<file path="src/rtl/keypad_scan.sv">
// keypad_scan: 4x4 matrix keypad scanner with 2-flop column synchronizer,
// press/release debounce and a one-clock key_valid pulse per accepted key.
// Optional auto-repeat while a key is held is enabled by defining the
// macro KEYPAD_REPEAT_EN; without it each press yields exactly one pulse.
module keypad_scan #(
  parameter int SCAN_DIV     = 25000,
  parameter int DEBOUNCE_CNT = 4,
  parameter int REPEAT_DLY   = 250,
  parameter int REPEAT_RATE  = 50
) (
  input  logic       clk,
  input  logic       rst,
  input  logic [3:0] col,
  output logic [3:0] row,
  output logic [3:0] key_code,
  output logic       key_valid,
  output logic       key_down
);

  localparam int DIV_W = $clog2(SCAN_DIV);
  localparam int DEB_W = $clog2(DEBOUNCE_CNT + 1);
  localparam logic [DIV_W-1:0] DIV_LAST = DIV_W'(SCAN_DIV - 1);
  localparam logic [DEB_W-1:0] DEB_DONE = DEB_W'(DEBOUNCE_CNT);

  // Reject parameter values the scanner cannot honour at elaboration time.
  if (SCAN_DIV < 2 || DEBOUNCE_CNT < 1 || REPEAT_DLY < 1 || REPEAT_RATE < 1) begin : g_bad_params
    $error("keypad_scan: illegal parameter value");
  end

  typedef enum logic [1:0] {SCAN, DEBOUNCE, HOLD} state_t;

  state_t           r_state, w_state_next;
  logic [3:0]       r_col_meta, r_col_s;
  logic [DIV_W-1:0] r_div;
  logic [1:0]       r_row_idx, w_row_idx_next;
  logic [3:0]       r_row;
  logic [3:0]       r_pat, w_pat_next;
  logic [1:0]       r_col_idx, w_col_idx_next;
  logic [DEB_W-1:0] r_deb_cnt, w_deb_next, w_deb_inc;
  logic [DEB_W-1:0] r_rel_cnt, w_rel_next, w_rel_inc;
  logic [3:0]       r_key_code;
  logic             r_key_valid, r_key_down;
  logic             w_tick, w_one_low, w_accept, w_release, w_repeat;
  logic [1:0]       w_hit_idx, w_rot_idx;

`ifdef KEYPAD_REPEAT_EN
  localparam int REP_MAX = (REPEAT_DLY > REPEAT_RATE) ? REPEAT_DLY : REPEAT_RATE;
  localparam int REP_W   = $clog2(REP_MAX + 1);
  logic [REP_W-1:0] r_rep_cnt, w_rep_next, w_rep_inc;
  logic             r_rep_first, w_rep_first_next;
`endif

  assign w_tick    = (r_div == DIV_LAST);
  assign w_rot_idx = r_row_idx + 2'd1;
  assign w_deb_inc = r_deb_cnt + 1'b1;
  assign w_rel_inc = r_rel_cnt + 1'b1;
`ifdef KEYPAD_REPEAT_EN
  assign w_rep_inc = r_rep_cnt + 1'b1;
`endif

  // Decode the synchronized columns: valid only when exactly one column is low.
  always_comb begin
    w_one_low = 1'b1;
    w_hit_idx = 2'd0;
    case (r_col_s)
      4'b1110: w_hit_idx = 2'd0;
      4'b1101: w_hit_idx = 2'd1;
      4'b1011: w_hit_idx = 2'd2;
      4'b0111: w_hit_idx = 2'd3;
      default: w_one_low = 1'b0;
    endcase
  end

  // FSM state register.
  always_ff @(posedge clk) begin
    if (rst) r_state <= SCAN;
    else     r_state <= w_state_next;
  end

  // Next-state and counter logic; everything advances only on scan ticks.
  always_comb begin
    w_state_next   = r_state;
    w_row_idx_next = r_row_idx;
    w_pat_next     = r_pat;
    w_col_idx_next = r_col_idx;
    w_deb_next     = r_deb_cnt;
    w_rel_next     = r_rel_cnt;
    w_accept       = 1'b0;
    w_release      = 1'b0;
    w_repeat       = 1'b0;
`ifdef KEYPAD_REPEAT_EN
    w_rep_next       = r_rep_cnt;
    w_rep_first_next = r_rep_first;
`endif
    if (w_tick) begin
      case (r_state)
        SCAN: begin
          if (w_one_low) begin
            w_pat_next     = r_col_s;
            w_col_idx_next = w_hit_idx;
            w_deb_next     = DEB_W'(1);
            w_rel_next     = '0;
            if (DEBOUNCE_CNT == 1) begin
              w_accept     = 1'b1;
              w_state_next = HOLD;
            end else begin
              w_state_next = DEBOUNCE;
            end
          end else begin
            w_row_idx_next = w_rot_idx;
          end
        end
        DEBOUNCE: begin
          if (r_col_s == r_pat) begin
            w_deb_next = w_deb_inc;
            if (w_deb_inc == DEB_DONE) begin
              w_accept     = 1'b1;
              w_rel_next   = '0;
              w_state_next = HOLD;
            end
          end else begin
            w_deb_next     = '0;
            w_row_idx_next = w_rot_idx;
            w_state_next   = SCAN;
          end
        end
        HOLD: begin
          if (r_col_s == 4'hF) begin
            if (w_rel_inc == DEB_DONE) begin
              w_release      = 1'b1;
              w_rel_next     = '0;
              w_deb_next     = '0;
              w_row_idx_next = w_rot_idx;
              w_state_next   = SCAN;
            end else begin
              w_rel_next = w_rel_inc;
            end
          end else begin
            w_rel_next = '0;
          end
`ifdef KEYPAD_REPEAT_EN
          if (r_col_s == r_pat) begin
            if (w_rep_inc == (r_rep_first ? REP_W'(REPEAT_DLY) : REP_W'(REPEAT_RATE))) begin
              w_repeat         = 1'b1;
              w_rep_next       = '0;
              w_rep_first_next = 1'b0;
            end else begin
              w_rep_next = w_rep_inc;
            end
          end else begin
            w_rep_next = '0;
          end
`endif
        end
        default: w_state_next = SCAN;
      endcase
    end
`ifdef KEYPAD_REPEAT_EN
    // A fresh acceptance restarts the repeat timer with the long initial delay.
    if (w_accept) begin
      w_rep_next       = '0;
      w_rep_first_next = 1'b1;
    end
`endif
  end

  // Synchronizer, divider, scan datapath and registered outputs.
  always_ff @(posedge clk) begin
    if (rst) begin
      r_col_meta  <= 4'hF;
      r_col_s     <= 4'hF;
      r_div       <= '0;
      r_row_idx   <= 2'd0;
      r_row       <= 4'b1110;
      r_pat       <= 4'hF;
      r_col_idx   <= 2'd0;
      r_deb_cnt   <= '0;
      r_rel_cnt   <= '0;
      r_key_code  <= 4'h0;
      r_key_valid <= 1'b0;
      r_key_down  <= 1'b0;
`ifdef KEYPAD_REPEAT_EN
      r_rep_cnt   <= '0;
      r_rep_first <= 1'b1;
`endif
    end else begin
      r_col_meta  <= col;
      r_col_s     <= r_col_meta;
      r_div       <= w_tick ? '0 : r_div + 1'b1;
      r_row_idx   <= w_row_idx_next;
      r_row       <= ~(4'b0001 << w_row_idx_next);
      r_pat       <= w_pat_next;
      r_col_idx   <= w_col_idx_next;
      r_deb_cnt   <= w_deb_next;
      r_rel_cnt   <= w_rel_next;
      r_key_valid <= w_accept | w_repeat;
      if (w_accept) begin
        r_key_code <= {r_row_idx, w_col_idx_next};
        r_key_down <= 1'b1;
      end else if (w_release) begin
        r_key_down <= 1'b0;
      end
`ifdef KEYPAD_REPEAT_EN
      r_rep_cnt   <= w_rep_next;
      r_rep_first <= w_rep_first_next;
`endif
    end
  end

  assign row       = r_row;
  assign key_code  = r_key_code;
  assign key_valid = r_key_valid;
  assign key_down  = r_key_down;

endmodule

</file>
<file path="config.mk">
export PLATFORM = sky130hd
export DESIGN_NAME = keypad_scan
export DESIGN_NICKNAME = d
export VERILOG_FILES = /design/src/rtl/keypad_scan.sv
export SDC_FILE = /design/constraint.sdc
export NUM_CORES = 1
export LEC_CHECK = 0
export CELL_PAD_IN_SITES_DETAIL_PLACEMENT = 0
export CELL_PAD_IN_SITES_GLOBAL_PLACEMENT = 2
export CORE_ASPECT_RATIO = 2
export CORE_MARGIN = 3
export CORE_UTILIZATION = 32
export CTS_CLUSTER_SIZE = 20
export DETAILED_ROUTE_END_ITERATION = 10
export HOLD_SLACK_MARGIN = 0.03
export PLACE_DENSITY = 0.75
export SETUP_SLACK_MARGIN = 0.4
export SYNTH_ARGS = -nofsm -noshare
export SYNTH_HDL_FRONTEND = slang
export SYNTH_SLANG_ARGS = --single-unit
</file>
<file path="constraint.sdc">
create_clock -name clk -period 2.2 [get_ports clk]
set_input_delay 0.44 -clock clk [delete_from_list [all_inputs] [get_ports clk]]
set_output_delay 0.44 -clock clk [all_outputs]
set_load 0.005 [all_outputs]
</file>
==> results of run 1 <==
-- cells by family after synthesis --
logic type / after synthesis / synth area share, %
adders and majority gates: 9 / 4.831
and+or+nand+nor: 112 / 25.50
DFF: 49 / 42.08
buffers and inverters: 27 / 5.206
AOI/OAI and AO/OA: 45 / 13.42
muxes: 6 / 2.577
xor gates and xnor gates: 17 / 6.387
-- what timing repair did --
action / in CTS / in global routing
pin swaps: 8 / 9
resized for setup: 26 / 14
setup buffers: 9 / 6
setup endpoints to repair: 23 / 20
endpoints found under the hold margin: 0 / 0
-- worst paths after layout --
| path | end | depth (start not counted) | from |
|---|---|---|---|
| min reg2reg | r_col_s[2]$_SDFF_PP1_ | 1 | r_col_meta[2]$_SDFF_PP1_ |
| max | row[2]$_SDFF_PP1_ | 6 | r_col_s[2]$_SDFF_PP1_ |
| min | r_col_s[2]$_SDFF_PP1_ | 1 | r_col_meta[2]$_SDFF_PP1_ |
| max reg2reg | row[2]$_SDFF_PP1_ | 6 | r_col_s[2]$_SDFF_PP1_ |
-- worst reg2reg max path: stages, from the launching register on --
cell      delay, ps
dfxtp_4         390
and4b_1         240
a211o_1         340
o211ai_2        220
inv_2            30
or4_1           420
a211o_1         270
-- state kept, by name, indices dropped and copies added, names as in the netlist --
signal,count
key_code,4
key_down,1
key_valid,1
r_col_idx,2
r_col_meta,4
r_col_s,4
r_deb_cnt,3
r_div,15
r_pat,4
r_rel_cnt,3
r_row_idx,2
r_state,2
row,4
-- metrics by stage --
step	hold WS (ps)	std cells	worst slack, ps	power, mW
final	407.0	393	186.1	1.806
after global routing	426.8	393	99.27	1.886
after CTS	410.5	387	192.2	1.824
after detailed placement	395.1	371	2.728	1.032
after global placement	393.1	371	-7.769	1.032
after floorplan	389.4	265	262.5	0.9957
-- power groups by stage --
stage	Sequential (mW)	Clock, mW	Combinational (mW)
floorplan	0.927	0	0.0688
global placement	0.932	0	0.100
detailed placement	0.933	0	0.0997
CTS	0.910	0.797	0.117
global route	0.913	0.826	0.148
finish	0.911	0.761	0.134
-- Yosys cell counts, types with 2 or more instances --
cell / number / area [µm²]
a211o_1: 6 / 52.55
a211oi_1: 2 / 15.01
a21o_1: 2 / 15.01
a21oi_1: 15 / 75.07
a31oi_1: 2 / 12.51
and2_1: 3 / 18.77
and3_1: 2 / 12.51
and3b_1: 2 / 17.52
and4_1: 4 / 35.03
and4b_1: 2 / 20.02
buf_6: 2 / 22.52
clkbuf_1: 6 / 22.52
dfxtp_1: 49 / 980.9
ha_1: 9 / 112.6
inv_1: 16 / 60.06
mux2i_1: 6 / 60.06
nand2_1: 23 / 86.33
nand2b_1: 2 / 12.51
nand3_1: 12 / 60.06
nand4_1: 3 / 18.77
nor2_1: 30 / 112.6
nor2b_1: 4 / 25.02
nor3_1: 3 / 15.01
nor4_2: 2 / 25.02
o21ai_0: 5 / 25.02
o22ai_1: 2 / 12.51
or2_2: 10 / 62.56
or3_1: 5 / 31.28
or4_1: 2 / 15.01
xnor2_1: 7 / 61.31
xor2_1: 10 / 87.58
-- final cells by class --
type,count,area (µm²)
Clock buffer,7,142.6
Fill cell,720,3881
Inverter,17,63.81
Multi-Input combinational cell,189,1439
Sequential cell,49,1010
Tap cell,90,112.6
Timing Repair Buffer,41,345.3
-- routing by layer --
layer / part of all wire [%] / GRT usage (%) / wire, µm
met1: 38 / 13.65 / 2032
met2: 58 / 26.71 / 3113
met3: 1.6 / 2.037 / 83
met4: 2.3 / 6.467 / 121
met5: 0 / 0 / 0
==> metrics.yaml, run 1 <==
clocking:
  cts-htree-levels: 2
  cts_made_buffers: 5
  clk_pin_slew_ps: 60
  hold_buffers: 0
  clock_latency_ps: 290
  cts_buffer_depth: 2
  numClockSinks: 49
  cts_tree: "done"
  cts-root-buf: "clkbuf_16"
power:
  p_switching_mw: 0.3925
  p_seq_share_pct: 50.4
  vdd_drop_max_mv: 0.4836
  leakage_nw: 1.197
  power_frac_clock_pct: 42.2
  p_per_area_nw_per_um2: 580.2
  p_int_mw: 1.414
  p_sw_share_pct: 21.73
  comb_power_share_pct: 7.4
final_layout:
  diodes: 0
  syn_to_final_growth_pct: 33.55
  final_core_util_pct: 44.51
  num-nets-final: 318
  design_area_um2: 3113
  final_common_cell: "dfxtp_1"
  drive_above_1_share_pct: 27.39
  layout_common_cells: "36 x dfxtp_1, 30 x nor2_1, 26 x buf_4, 21 x nand2_1, 16 x inv_1"
min_path:
  min_path_type: "reg -> reg"
logic_synthesis:
  synth_ff_type: "dfxtp_1"
  synth_seq_area_share_pct: 42.08
  synth_edf_count: 0
  async_reset_ff_share_pct: 0
  syn_avg_cell_area_um2: 8.796
  synth.net_count: 280
  yosysWarnings: 0
  synthCells: 265
  syn_area_um2: 2331
  synth.lib_cells_used.distinct: 48
  ys_ff_latch: 49
timing:
  setup_viol: 0
  drv_slew: 0
  fmax_ghz: 0.4965
  rsz0062_at_grt: "yes"
  finalCriticalPeriod_ps: 2014
  min_period_over_period_pct: 91.54
  relSlewSlack_pct: 76.26
  tightest_slew_ps: 356.1
  skew_ps: 3.982
  fin_tns_setup_ps: 0
  hold_violations: 0
route:
  dr.first_iter.drc_count: 22
  route.detailed.drc: 0
  drt-pass1-iter-count: 4
  vias: 1900
  via_per_inst: 4.835
  wirelength_mm: 5.350
  antenna_left: 0
  avgRoutedWirePerCell_um: 13.61
worst_setup_path:
  critical_path.endpoint_type: "flop"
  slowest_stage: "or4_1"
  cp-start-kind: "flop"
  crit_top_cell: "a211o_1"
  cp_data_arrival_time_ps: 2190
  rrSetupSlack_ps: 190
  cp_max_fo: 8
  worst-setup-path-type: "reg -> reg"
  critPathMaxStageDelay_ps: 420
  cp_num_buf_inv: 1
  required_ps: 2380
  path_cells: "and4b_1 > a211o_1 > o211ai_2 > inv_2 > or4_1 > a211o_1"
  critical_path.top_delay_family: "compound AO/OA/AOI/OAI gates"
grt:
  grt_max_degree: 26
  grtUsageTotal_pct: 13.85
  overflow: 0
  grt_pass1_wl_mm: 8.866
  antenna_found_initial: 0
  grt_pass1_vias: 1873
floorplanning:
  pin_count: 16
  dieArea_um2: 8407
  die_h_um: 126.7
  num_rows: 43
  start_util_pct: 33.33
  design.core.area_um2: 6994
  dieWidth_um: 66.35
run_status:
  status: "complete, no violations"
placed_design:
  io_buffers: 15
  place_hpwl_mm: 4.015
  gp_congestion: 0.8029
  place_area_um2: 2664
flow_run:
  maxCapViolCount: 0
(Power assumes the default switching activity.)
==> inputs of run 2 (changes only) <==
--- a/config.mk
+++ b/config.mk
@@ -15,6 +15,7 @@
 export HOLD_SLACK_MARGIN = 0.03
 export PLACE_DENSITY = 0.75
 export SETUP_SLACK_MARGIN = 0.4
+export SKIP_CTS_REPAIR_TIMING = 1
 export SYNTH_ARGS = -nofsm -noshare
 export SYNTH_HDL_FRONTEND = slang
 export SYNTH_SLANG_ARGS = --single-unit
==> run 2 against run 1 <==
Against the previous run: sequential power about the same; design area up 0.88%; clock power about the same; fmax down 0.14%; final cell count down 1.5%; non-clock buffer count down 6; hold slack worse by 0.51 ps; register-to-register slack about the same; count of clock-buffer cells in the layout unchanged; sequential share of layout area down 0.16 points; critical path type unchanged; highest routed layer unchanged.
==> metrics.yaml, run 2 (synthesis gave the netlist of run 1 again) <==
run_status:
  status: "complete, no violations"
min_path:
  hold_end: "r_col_s[2]$_SDFF_PP1_"
  hold_path_depth: 1  # unchanged
  min_path_type: "reg -> reg"
  hold_start: "r_col_meta[2]$_SDFF_PP1_"
route:
  avgRoutedWirePerCell_um: 13.63  # +0.13%
  dr.first_iter.drc_count: 26  # +18%
  via_per_inst: 4.858  # +0.48%
  vias: 1880  # -1.1%
  route.detailed.drc: 0  # unchanged
  wirelength_mm: 5.275  # -1.4%
  antenna_left: 0  # unchanged
  drt-pass1-iter-count: 4  # unchanged
timing:
  relSlewSlack_pct: 73.91  # -2.4 points
  fmax_ghz: 0.4959  # -0.14%
  hold_ws_ps: 406.5  # -0.5070 ps
  skew_ps: 3.884  # -0.09745 ps
  tightest_slew_ps: 390.0  # +33.98 ps
  min_period_over_period_pct: 91.67  # +0.12 points
  fin_tns_setup_ps: 0  # unchanged
  setup_viol: 0  # unchanged
  finalCriticalPeriod_ps: 2017  # +2.740 ps
  drv_slew: 0  # unchanged
  hold_violations: 0  # unchanged
  rsz0062_at_grt: "yes"
flow_run:
  maxCapViolCount: 0  # unchanged
worst_setup_path:
  required_ps: 2380  # about the same
  r2r-start: "r_col_s[2]$_SDFF_PP1_"
  cp_max_fo: 8  # unchanged
  cp_data_arrival_time_ps: 2200  # about the same
  critical_path.endpoint_type: "flop"
  reg2regPathDepth: 6  # unchanged
  r2r_end: "row[2]$_SDFF_PP1_"
  setup.worst_path.start: "r_col_s[2]$_SDFF_PP1_"
  worst-setup-path-type: "reg -> reg"
  cp-start-kind: "flop"
  rrSetupSlack_ps: 180  # about the same
power:
  p_sw_share_pct: 21.80  # +0.066 points
  p_seq_share_pct: 50.3  # about the same
  p_switching_mw: 0.3941  # +0.41%
  p_int_mw: 1.414  # about the same
  power_frac_clock_pct: 42.1  # about the same
  finalPower_mw: 1.808  # +0.10%
  comb_power_share_pct: 7.5  # about the same
  p_per_area_nw_per_um2: 575.8  # -0.77%
  vdd_drop_max_mv: 0.4835  # about the same
  leakage_nw: 1.180  # -1.4%
final_layout:
  fill_cells: 715  # -0.69%
  drive_above_1_share_pct: 27.95  # +0.55 points
  final_common_cell: "dfxtp_1"
  diodes: 0  # unchanged
  regMostFlops: "r_div"
  syn_to_final_growth_pct: 34.73
  layout_common_cells: "35 x dfxtp_1, 30 x nor2_1, 20 x nand2_1, 18 x buf_4, 16 x inv_1"
  largest_reg_flops: 15  # unchanged
  num-nets-final: 312  # -1.9%
clocking:
  cts_buffer_depth: 2  # unchanged
  cts-htree-levels: 2  # unchanged
  clock_latency_ps: 290  # about the same
  numClockSinks: 49  # unchanged
  cts-root-buf: "clkbuf_16"
  cts_made_buffers: 5  # unchanged
  cts_tree: "done"
  clk_pin_slew_ps: 60  # about the same
grt:
  grt_pass1_vias: 1824  # -2.6%
  grt_pass1_wl_mm: 8.569  # -3.3%
  antenna_found_initial: 0  # unchanged
  top_usage_layer: "met2"
  grtUsageTotal_pct: 13.42  # -0.43 points
  grt_max_degree: 26  # unchanged
  grt_use_met3_pct: 2.037  # unchanged
  grtUsageMet2_pct: 26.01  # -0.70 points
  overflow: 0  # unchanged
  grtUsageMet1_pct: 12.97  # -0.68 points
floorplanning:
  pin_count: 16  # unchanged
  dieArea_um2: 8407  # unchanged
  design.core.area_um2: 6994  # unchanged
  num_rows: 43  # unchanged
  dieWidth_um: 66.35  # unchanged
  die_h_um: 126.7  # unchanged
  start_util_pct: 33.33  # unchanged
placed_design:
  io_buffers: 15  # unchanged
  gp_congestion: 0.8029  # unchanged
  place_hpwl_mm: 4.015  # unchanged
[run 2: worst max path at each step]
| stage | to | slack, ps | cells after the start |
|---|---|---|---|
| floorplan | r_rel_cnt[2]$_SDFFE_PP0P_ | 260 | 7 |
| global placement | r_rel_cnt[2]$_SDFFE_PP0P_ | -8 | 6 |
| detailed placement | r_rel_cnt[2]$_SDFFE_PP0P_ | 3 | 6 |
| CTS | r_rel_cnt[2]$_SDFFE_PP0P_ | -10 | 6 |
| global route | row[2]$_SDFF_PP1_ | 120 | 7 |
| finish | row[2]$_SDFF_PP1_ | 180 | 6 |
[run 2: final cells by class]
class / count / area [µm²] / share of cell area [%]
multi-input cells: 189 / 1499 / 47.73
flip-flops and latches: 49 / 1013 / 32.27
repair buffers: 35 / 309.0 / 9.841
clock buffers: 7 / 142.6 / 4.542
well taps: 90 / 112.6 / 3.586
inverters: 17 / 63.81 / 2.032
[run 2: power groups by stage]
| stage | Sequential [mW] | Clock (mW) | Combinational [mW] |
|---|---|---|---|
| after floorplan | 0.927 | 0 | 0.0688 |
| after global placement | 0.932 | 0 | 0.100 |
| after detailed placement | 0.933 | 0 | 0.0997 |
| after CTS | 0.912 | 0.797 | 0.100 |
| after global routing | 0.912 | 0.826 | 0.151 |
| final | 0.910 | 0.762 | 0.136 |
[run 2: worst max-delay path, cell delays in order (launching register included)]
cell and delay, ps:
dfxtp_4 380, and4b_2 280, a211o_4 340, o211ai_4 190
inv_2 30, or4_1 420, a211o_1 270
[run 2: through the flow]
stage	setup slack, ps	cells	util, %	cell area [µm²]
after CTS	-9.750	378	40.13	2806
after global routing	124.3	387	44.90	3141
after floorplan	262.5	265	-	2382
after detailed placement	2.728	371	38.09	2664
after global placement	-7.769	371	38.09	2664
final	183.4	387	44.90	3141
[run 2: per-layer routing]
metal / vias to the layer above / wire [µm]
li1: 972 / -
met1: 889 / 1973
met2: 11 / 3097
met3: 8 / 82
met4: 0 / 121
met5: - / 0
